$ cat src/rtl/aclint_timer_if.sv
// Request/response bus between a peripheral-bus master and the aclint_timer block.
//
// Handshake: the master raises req_valid for exactly one cycle per access,
// together with req_addr/req_wdata/req_we/req_size. There is no backpressure.
// The slave raises req_ready for exactly one cycle, one cycle after the
// request. req_rdata and req_err are only meaningful while req_ready is high.
// A new request may be issued in the cycle right after the previous one.
interface aclint_timer_if;
    logic        req_valid;
    logic [15:0] req_addr;
    logic [63:0] req_wdata;
    logic        req_we;
    logic [2:0]  req_size;
    logic        req_ready;
    logic [63:0] req_rdata;
    logic        req_err;

    modport master (
        output req_valid, req_addr, req_wdata, req_we, req_size,
        input  req_ready, req_rdata, req_err
    );

    modport slave (
        input  req_valid, req_addr, req_wdata, req_we, req_size,
        output req_ready, req_rdata, req_err
    );
endinterface

$ cat src/rtl/aclint_timer.sv
// aclint_timer: core-local timer and software-interrupt block for NUM_HARTS harts.
// Shared MTIME with a tick prescaler, per-hart MTIMECMP/MSIP, registered responses.
// Optional supervisor software interrupt (SETSSIP) is built when ACLINT_SSWI_EN is
// defined; otherwise the SETSSIP range decodes as unmapped and ssi_o is tied low.
module aclint_timer #(
    parameter int NUM_HARTS   = 1,
    parameter int MTIME_WIDTH = 64,
    parameter int TICK_DIV    = 1
) (
    input  logic                 clk,
    input  logic                 reset_n,
    aclint_timer_if.slave        bus,
    output logic [NUM_HARTS-1:0] mti_o,
    output logic [NUM_HARTS-1:0] msi_o,
    output logic [NUM_HARTS-1:0] ssi_o
);

    localparam logic [15:0] PRESC_LAST = 16'(TICK_DIV - 1);

    typedef enum logic [2:0] {
        REG_NONE,
        REG_MSIP,
        REG_MTIMECMP,
        REG_MTIME,
        REG_SSIP
    } reg_sel_e;

    logic [MTIME_WIDTH-1:0] mtime_q, mtime_d;
    logic [15:0]            presc_q, presc_d;
    logic [MTIME_WIDTH-1:0] mtimecmp_q [NUM_HARTS];
    logic [MTIME_WIDTH-1:0] mtimecmp_d [NUM_HARTS];
    logic [NUM_HARTS-1:0]   msip_q, msip_d;
    logic [NUM_HARTS-1:0]   mti_q, mti_d;
    logic                   ready_q, ready_d;
    logic                   err_q, err_d;
    logic [63:0]            rdata_q, rdata_d;

    reg_sel_e    sel;
    logic [11:0] hart;
    logic [2:0]  off;
    logic [7:0]  be;
    logic [7:0]  lanes;
    logic        bad_size;
    logic        misalign;
    logic        acc_err;
    logic        wr_en;
    logic [63:0] rmask;
    logic [63:0] wmask;
    logic [63:0] wdata_sh;
    logic [63:0] reg_val;
    logic [63:0] rd_val;

    // Address decode: target register, hart index and byte offset inside the register.
    always_comb begin
        sel  = REG_NONE;
        hart = '0;
        off  = '0;
        if (bus.req_addr < 16'h4000) begin
            sel  = REG_MSIP;
            hart = bus.req_addr[13:2];
            off  = {1'b0, bus.req_addr[1:0]};
        end else if (bus.req_addr < 16'hBFF8) begin
            sel  = REG_MTIMECMP;
            hart = 12'(bus.req_addr[15:3] - 13'h0800);
            off  = bus.req_addr[2:0];
        end else if (bus.req_addr < 16'hC000) begin
            sel  = REG_MTIME;
            off  = bus.req_addr[2:0];
        end else begin
`ifdef ACLINT_SSWI_EN
            sel  = REG_SSIP;
            hart = bus.req_addr[13:2];
            off  = {1'b0, bus.req_addr[1:0]};
`endif
        end
    end

    // Access size, error conditions and byte-lane masks for the current request.
    always_comb begin
        bad_size = 1'b0;
        misalign = 1'b0;
        be       = 8'h00;
        case (bus.req_size)
            3'd0: be = 8'h01;
            3'd1: begin be = 8'h03; misalign = bus.req_addr[0];       end
            3'd2: begin be = 8'h0F; misalign = |bus.req_addr[1:0];    end
            3'd3: begin be = 8'hFF; misalign = |bus.req_addr[2:0];    end
            default: bad_size = 1'b1;
        endcase

        acc_err = bad_size | misalign | (sel == REG_NONE);
        // Hart-indexed registers beyond the implemented harts behave as unmapped.
        if ((sel == REG_MSIP || sel == REG_MTIMECMP || sel == REG_SSIP) &&
            ({20'b0, hart} >= 32'(NUM_HARTS)))
            acc_err = 1'b1;
        // MSIP and SETSSIP are 32-bit registers; doubleword access is illegal.
        if ((sel == REG_MSIP || sel == REG_SSIP) && bus.req_size == 3'd3)
            acc_err = 1'b1;

        wr_en    = bus.req_valid & bus.req_we & ~acc_err;
        lanes    = be << off;
        wdata_sh = bus.req_wdata << {off, 3'b000};
        for (int b = 0; b < 8; b++) begin
            rmask[b*8 +: 8] = {8{be[b]}};
            wmask[b*8 +: 8] = {8{lanes[b]}};
        end
    end

    // Read mux: select the register, shift the addressed lane down, clip to size.
    always_comb begin
        reg_val = '0;
        for (int i = 0; i < NUM_HARTS; i++) begin
            if (hart == 12'(i)) begin
                if (sel == REG_MSIP)     reg_val = 64'(msip_q[i]);
                if (sel == REG_MTIMECMP) reg_val = 64'(mtimecmp_q[i]);
            end
        end
        if (sel == REG_MTIME) reg_val = 64'(mtime_q);
        rd_val = (reg_val >> {off, 3'b000}) & rmask;
    end

    // MTIME and prescaler: a write wins over the tick and restarts the prescaler.
    always_comb begin
        mtime_d = mtime_q;
        presc_d = presc_q;
        if (wr_en && sel == REG_MTIME) begin
            mtime_d = MTIME_WIDTH'((64'(mtime_q) & ~wmask) | (wdata_sh & wmask));
            presc_d = '0;
        end else if (presc_q == PRESC_LAST) begin
            mtime_d = mtime_q + MTIME_WIDTH'(1);
            presc_d = '0;
        end else begin
            presc_d = presc_q + 16'd1;
        end
    end

    // Per-hart compare registers, software-interrupt bits and timer compare.
    always_comb begin
        msip_d = msip_q;
        for (int i = 0; i < NUM_HARTS; i++) begin
            mtimecmp_d[i] = mtimecmp_q[i];
            mti_d[i]      = (mtime_q >= mtimecmp_q[i]);
            if (wr_en && hart == 12'(i)) begin
                if (sel == REG_MTIMECMP)
                    mtimecmp_d[i] = MTIME_WIDTH'((64'(mtimecmp_q[i]) & ~wmask) |
                                                 (wdata_sh & wmask));
                // Only bit 0 of MSIP is implemented; it changes only when lane 0 is written.
                if (sel == REG_MSIP && lanes[0])
                    msip_d[i] = wdata_sh[0];
            end
        end
    end

    // Response: one cycle after every request, data zeroed on writes and errors.
    always_comb begin
        ready_d = bus.req_valid;
        err_d   = bus.req_valid & acc_err;
        rdata_d = (bus.req_valid && !bus.req_we && !acc_err) ? rd_val : 64'd0;
    end

    // State registers.
    always_ff @(posedge clk or negedge reset_n) begin
        if (!reset_n) begin
            mtime_q <= '0;
            presc_q <= '0;
            msip_q  <= '0;
            mti_q   <= '0;
            ready_q <= 1'b0;
            err_q   <= 1'b0;
            rdata_q <= '0;
            for (int i = 0; i < NUM_HARTS; i++) mtimecmp_q[i] <= '1;
        end else begin
            mtime_q <= mtime_d;
            presc_q <= presc_d;
            msip_q  <= msip_d;
            mti_q   <= mti_d;
            ready_q <= ready_d;
            err_q   <= err_d;
            rdata_q <= rdata_d;
            for (int i = 0; i < NUM_HARTS; i++) mtimecmp_q[i] <= mtimecmp_d[i];
        end
    end

`ifdef ACLINT_SSWI_EN
    logic [NUM_HARTS-1:0] ssi_q, ssi_d;

    // SETSSIP: writing 1 to bit 0 produces a one-cycle pulse; writing 0 does nothing.
    always_comb begin
        ssi_d = '0;
        for (int i = 0; i < NUM_HARTS; i++) begin
            if (wr_en && sel == REG_SSIP && hart == 12'(i) && lanes[0] && wdata_sh[0])
                ssi_d[i] = 1'b1;
        end
    end

    // Pulse register.
    always_ff @(posedge clk or negedge reset_n) begin
        if (!reset_n) ssi_q <= '0;
        else          ssi_q <= ssi_d;
    end

    assign ssi_o = ssi_q;
`else
    assign ssi_o = '0;
`endif

    assign bus.req_ready = ready_q;
    assign bus.req_err   = err_q;
    assign bus.req_rdata = rdata_q;
    assign mti_o         = mti_q;
    assign msi_o         = msip_q;

endmodule

$ cat src/flat_wrapper.sv
// flat-port wrapper written by rule: the top's interface ports become plain ports
module aclint_timer_flat 
#(
    parameter int NUM_HARTS   = 1,
    parameter int MTIME_WIDTH = 64,
    parameter int TICK_DIV    = 1
)
  (clk, reset_n, mti_o, msi_o, ssi_o, bus_req_valid, bus_req_addr, bus_req_wdata, bus_req_we, bus_req_size, bus_req_ready, bus_req_rdata, bus_req_err);
  aclint_timer_if bus_i ();
  input  logic clk;
  input  logic reset_n;
  output logic [NUM_HARTS-1:0] mti_o;
  output logic [NUM_HARTS-1:0] msi_o;
  output logic [NUM_HARTS-1:0] ssi_o;
  input wire logic [$bits(bus_i.req_valid)-1:0] bus_req_valid;
  input wire logic [$bits(bus_i.req_addr)-1:0] bus_req_addr;
  input wire logic [$bits(bus_i.req_wdata)-1:0] bus_req_wdata;
  input wire logic [$bits(bus_i.req_we)-1:0] bus_req_we;
  input wire logic [$bits(bus_i.req_size)-1:0] bus_req_size;
  output wire logic [$bits(bus_i.req_ready)-1:0] bus_req_ready;
  output wire logic [$bits(bus_i.req_rdata)-1:0] bus_req_rdata;
  output wire logic [$bits(bus_i.req_err)-1:0] bus_req_err;
  assign bus_i.req_valid = bus_req_valid;
  assign bus_i.req_addr = bus_req_addr;
  assign bus_i.req_wdata = bus_req_wdata;
  assign bus_i.req_we = bus_req_we;
  assign bus_i.req_size = bus_req_size;
  assign bus_req_ready = bus_i.req_ready;
  assign bus_req_rdata = bus_i.req_rdata;
  assign bus_req_err = bus_i.req_err;
  aclint_timer #(.NUM_HARTS(NUM_HARTS), .MTIME_WIDTH(MTIME_WIDTH), .TICK_DIV(TICK_DIV)) u_core (.clk(clk), .reset_n(reset_n), .bus(bus_i), .mti_o(mti_o), .msi_o(msi_o), .ssi_o(ssi_o));
endmodule
$ cat config.mk
export PLATFORM = sky130hd
export DESIGN_NAME = aclint_timer_flat
export DESIGN_NICKNAME = d
export VERILOG_FILES = /design/src/rtl/aclint_timer_if.sv /design/src/rtl/aclint_timer.sv /design/src/flat_wrapper.sv
export SDC_FILE = /design/constraint.sdc
export NUM_CORES = 1
export LEC_CHECK = 0
export ABC_CLOCK_PERIOD_IN_PS = 5600
export CORE_MARGIN = 3
export CORE_UTILIZATION = 40
export CTS_CLUSTER_DIAMETER = 120
export DETAILED_ROUTE_END_ITERATION = 8
export GPL_ROUTABILITY_DRIVEN = 0
export HOLD_SLACK_MARGIN = 0.08
export PLACE_DENSITY = 0.63
export SYNTH_ARGS = -nofsm -noshare
export SYNTH_HDL_FRONTEND = slang
export SYNTH_SLANG_ARGS = --single-unit
$ cat constraint.sdc
create_clock -name clk -period 5.6 [get_ports clk]
set_clock_uncertainty 0.1 [all_clocks]
set_input_delay 0.84 -clock clk [delete_from_list [all_inputs] [get_ports clk]]
set_output_delay 0.84 -clock clk [all_outputs]
set_load 0.005 [all_outputs]
==> summary.txt <==
Timing
  • F_max: 0.219 GHz
  • Hold WS: 0.266 ns
  • Final Cycle Share: 81.5%
  • Slew Viols, Final: 0
  • Worst-Margin Slew: 1.33 ns
  • Final hold violation count: 0
  • Max-slew headroom at the worst pin: 11.0%
  • Period minus WS final: 4.57 ns
  • Unrepaired setup endpoints after global routing: no
  • Final setup violation count: 0
  • Sum of negative setup slack: 0 ns
  • Final worst setup slack: 1.03 ns

Route
  • Antenna viol nets, final: 0
  • DRT iter0 DRCs: 2644
  • # DRC: 0
  • Post-DR vias/cell: 6.43
  • First-pass iteration count of the detailed router: 9
  • Routed wire length: 64600 um
  • Wire per inst: 25.8 um
  • Vias: 16100

Pwr
  • P_leak: 7.35 nW
  • PwrDens: 246 nW/um^2
  • Peak supply drop: 0.000285 V

Global route
  • First-pass GRT wire length: 95800 um
  • Vias in the first global route: 15000
  • Largest net degree at the start of global routing: 123
  • Initial antenna violation count: 1
  • Total GRT Usage: 30.8%
  • Gr ovfl total: 0

Place
  • Port bufs: 154
  • Hpwl dp: 49000 um
  • DP Cell Count: 2459
  • Post-Place Setup Slack: 0.791 ns

CTS
  • Clock sink count: 212
  • Clock Tree Root: clkbuf_16
  • CTS tree: built
  • # Post-CTS Setup Buffers: 0
  • CTS max path bufs: 3
  • Num CTS Buffers: 26
  • CTS clk-pin slew, worst paths: 0.06 ns
  • Post-CTS Resized: 0
  • Clk_lat worst skew: 0.58 ns
  • H-tree levels: 1
  • Hold Buf Count CTS: 0

Synth
  • Synthesized area: 15100 um^2
  • Post-Synthesis Cells: 1884
  • Most used DFF post-synth: dfrtp_1
  • Net Count, Synth: 2042
  • Sequential area share after synthesis: 35.6%
  • Top cell type by total area after synthesis: dfrtp_1
  • Post-synth ARST share: 100%
  • Syn avg cell area: 8.04 um^2
  • Yosys top cell area share: 24.5%
  • EDFF count, synth: 0
  • Synth area leaders: dfrtp_1, dfstp_2, nand2_1, ha_1, a21oi_1
  • Ys Warns: 0
  • Synth cell types: 79
  • Post-synthesis register bit count: 212

Floorplanning
  • Initial Util: 41.0%
  • Die Wd: 201 um
  • Row Count: 70
  • Die area: 40200 um^2
  • I/O pin cnt: 156
  • Core area: 37000 um^2
  • Die H: 201 um

Finish
  • Layout Cells excl Fill: 2506
  • ANT cells: 0
  • Nets: 2141
  • Multi-input gate area: 9010 um^2
  • Register area: 5390 um^2
  • Area grow syn2layout: 19.9%
  • Share of layout cells above drive strength 1: 10.3%
  • Filler cells: 3587

Setup path
  • Setup CP Type: in2reg
  • Crit path DAT: 4.96 ns
  • Max stage delay on crit path: 0.81 ns
  • Cells along the critical path: clkdlybuf4s50_1 > inv_1 > ha_1 > nand4_2 > or3_1 > o22a_1 > a21oi_4 > buf_12 > a221oi_1 > o21ai_0 > o211ai_1 > a21oi_1
  • Crit. End Element: flop
  • CP max stage cell: a21oi_4
  • Worst-path maximum fanout: 25
  • CP required: 5.99 ns
  • Crit. Startpoint: bus_req_addr[14]
  • Worst setup SP type: input pin

Min path
  • Worst min path class: in2async

Status
  • Outcome: finished, final reports clean

Job
  • Max_cap viols: 0
final cells by class:
class / instances / area share, %
Multi-Input combinational cell: 1466 / 49.6
Sequential cell: 212 / 29.7
Timing Repair Buffer: 198 / 10.5
Clock buffer: 35 / 4.15
Tap cell: 504 / 3.47
Inverter: 79 / 1.63
Clock inverter: 12 / 1.03
critical path: cells and delay by family:
kind            cells  cell delay, ns
fa+ha+maj           1            0.18
buf+inv             3            0.83
simple gates        2            0.61
compound gates      6            2.48
path summary, 6_finish.rpt:
| check | to | depth (start not counted) | slack, ns |
|---|---|---|---|
| max | u_core.bus.req_rdata[11] | 12 | 1.03 |
| min | u_core.bus.req_rdata[63] | 1 | 0.27 |
| max reg2reg | flop | 8 | 2.15 |
| min reg2reg | flop | 2 | 0.40 |
| max in group asynchronous | asynchronous set/reset pin | 2 | 3.82 |
| min in group clk | flop | 2 | 0.40 |
routing by layer:
metal,track usage [%],up-vias,part of all wire [%]
li1,-,7059,-
met1,41.5,7533,39
met2,44.3,1261,40
met3,9.10,265,14
met4,16.7,2,7.0
met5,0,-,0.017
metrics by stage:
stage                     utilization (%)  instance area [um^2]  power, mW
after floorplan                         -                 15100       2.20
after global placement               46.6                 17200       2.60
after detailed placement             46.6                 17200       2.61
after CTS                            49.1                 18200       4.46
after global routing                 49.1                 18200       4.62
final                                49.1                 18200       4.47
layout by cell type (no fill, tap or decap), drive strengths merged, types with 8 or more instances in the layout:
cell type      count
buf               45
nor3              36
or3                9
nand2b            19
a221oi            41
mux2              21
nand4             37
nand2            279
a21o               8
xor2              10
nand3             57
inv               80
a211oi            24
dfrtp            148
ha                71
o21a              13
a22oi             30
a31oi              8
and2               8
o211ai            35
and3              29
o221ai            12
dfstp             64
clkbuf            35
o22ai             35
a311oi            10
o21ai            106
nor2b             19
mux2i             66
nor4              13
a21oi            171
clkdlybuf4s50    153
nor2             198
Yosys cell counts (all sizes together), types with 6 or more instances:
| cell type | n |
|---|---|
| nand2 | 279 |
| nor2 | 198 |
| a21oi | 171 |
| dfrtp | 148 |
| o21ai | 106 |
| clkbuf | 89 |
| inv | 79 |
| ha | 71 |
| mux2i | 66 |
| dfstp | 64 |
| nand3 | 57 |
| a221oi | 41 |
| buf | 38 |
| nand4 | 37 |
| nor3 | 36 |
| o211ai | 35 |
| o22ai | 35 |
| a22oi | 30 |
| and3 | 29 |
| a211oi | 24 |
| mux2 | 21 |
| nand2b | 19 |
| nor2b | 19 |
| nor4 | 13 |
| o21a | 13 |
| o221ai | 12 |
| a311oi | 10 |
| xor2 | 10 |
| or3 | 9 |
| a21o | 8 |
| a31oi | 8 |
| and2 | 8 |
| or2 | 7 |
| a211o | 6 |
| a22o | 6 |
| and4 | 6 |
| o22a | 6 |
| o311ai | 6 |
logic make-up (layout without fill, tap and decap cells):
kind of cell	after synthesis	in the layout	synth area share, %
XOR/XNOR	15	15	0.868
AO/OA/AOI/OAI	560	560	24.2
flip-flops	212	212	35.6
other	1	1	0.0248
buffers and inverters	206	324	5.38
adder cells (fa/ha/maj)	71	71	5.87
multiplexers	89	89	6.22
AND/OR/NAND/NOR	730	730	21.9
report_power, final:
group | internal (mW) | switching (mW) | leakage [nW]
logic | 0.331 | 0.589 | 4.26
clock network | 1.13 | 0.711 | 0.465
registers | 1.60 | 0.108 | 2.63
total | 3.06 | 1.41 | 7.35
Power figures use the tool's default switching activity.
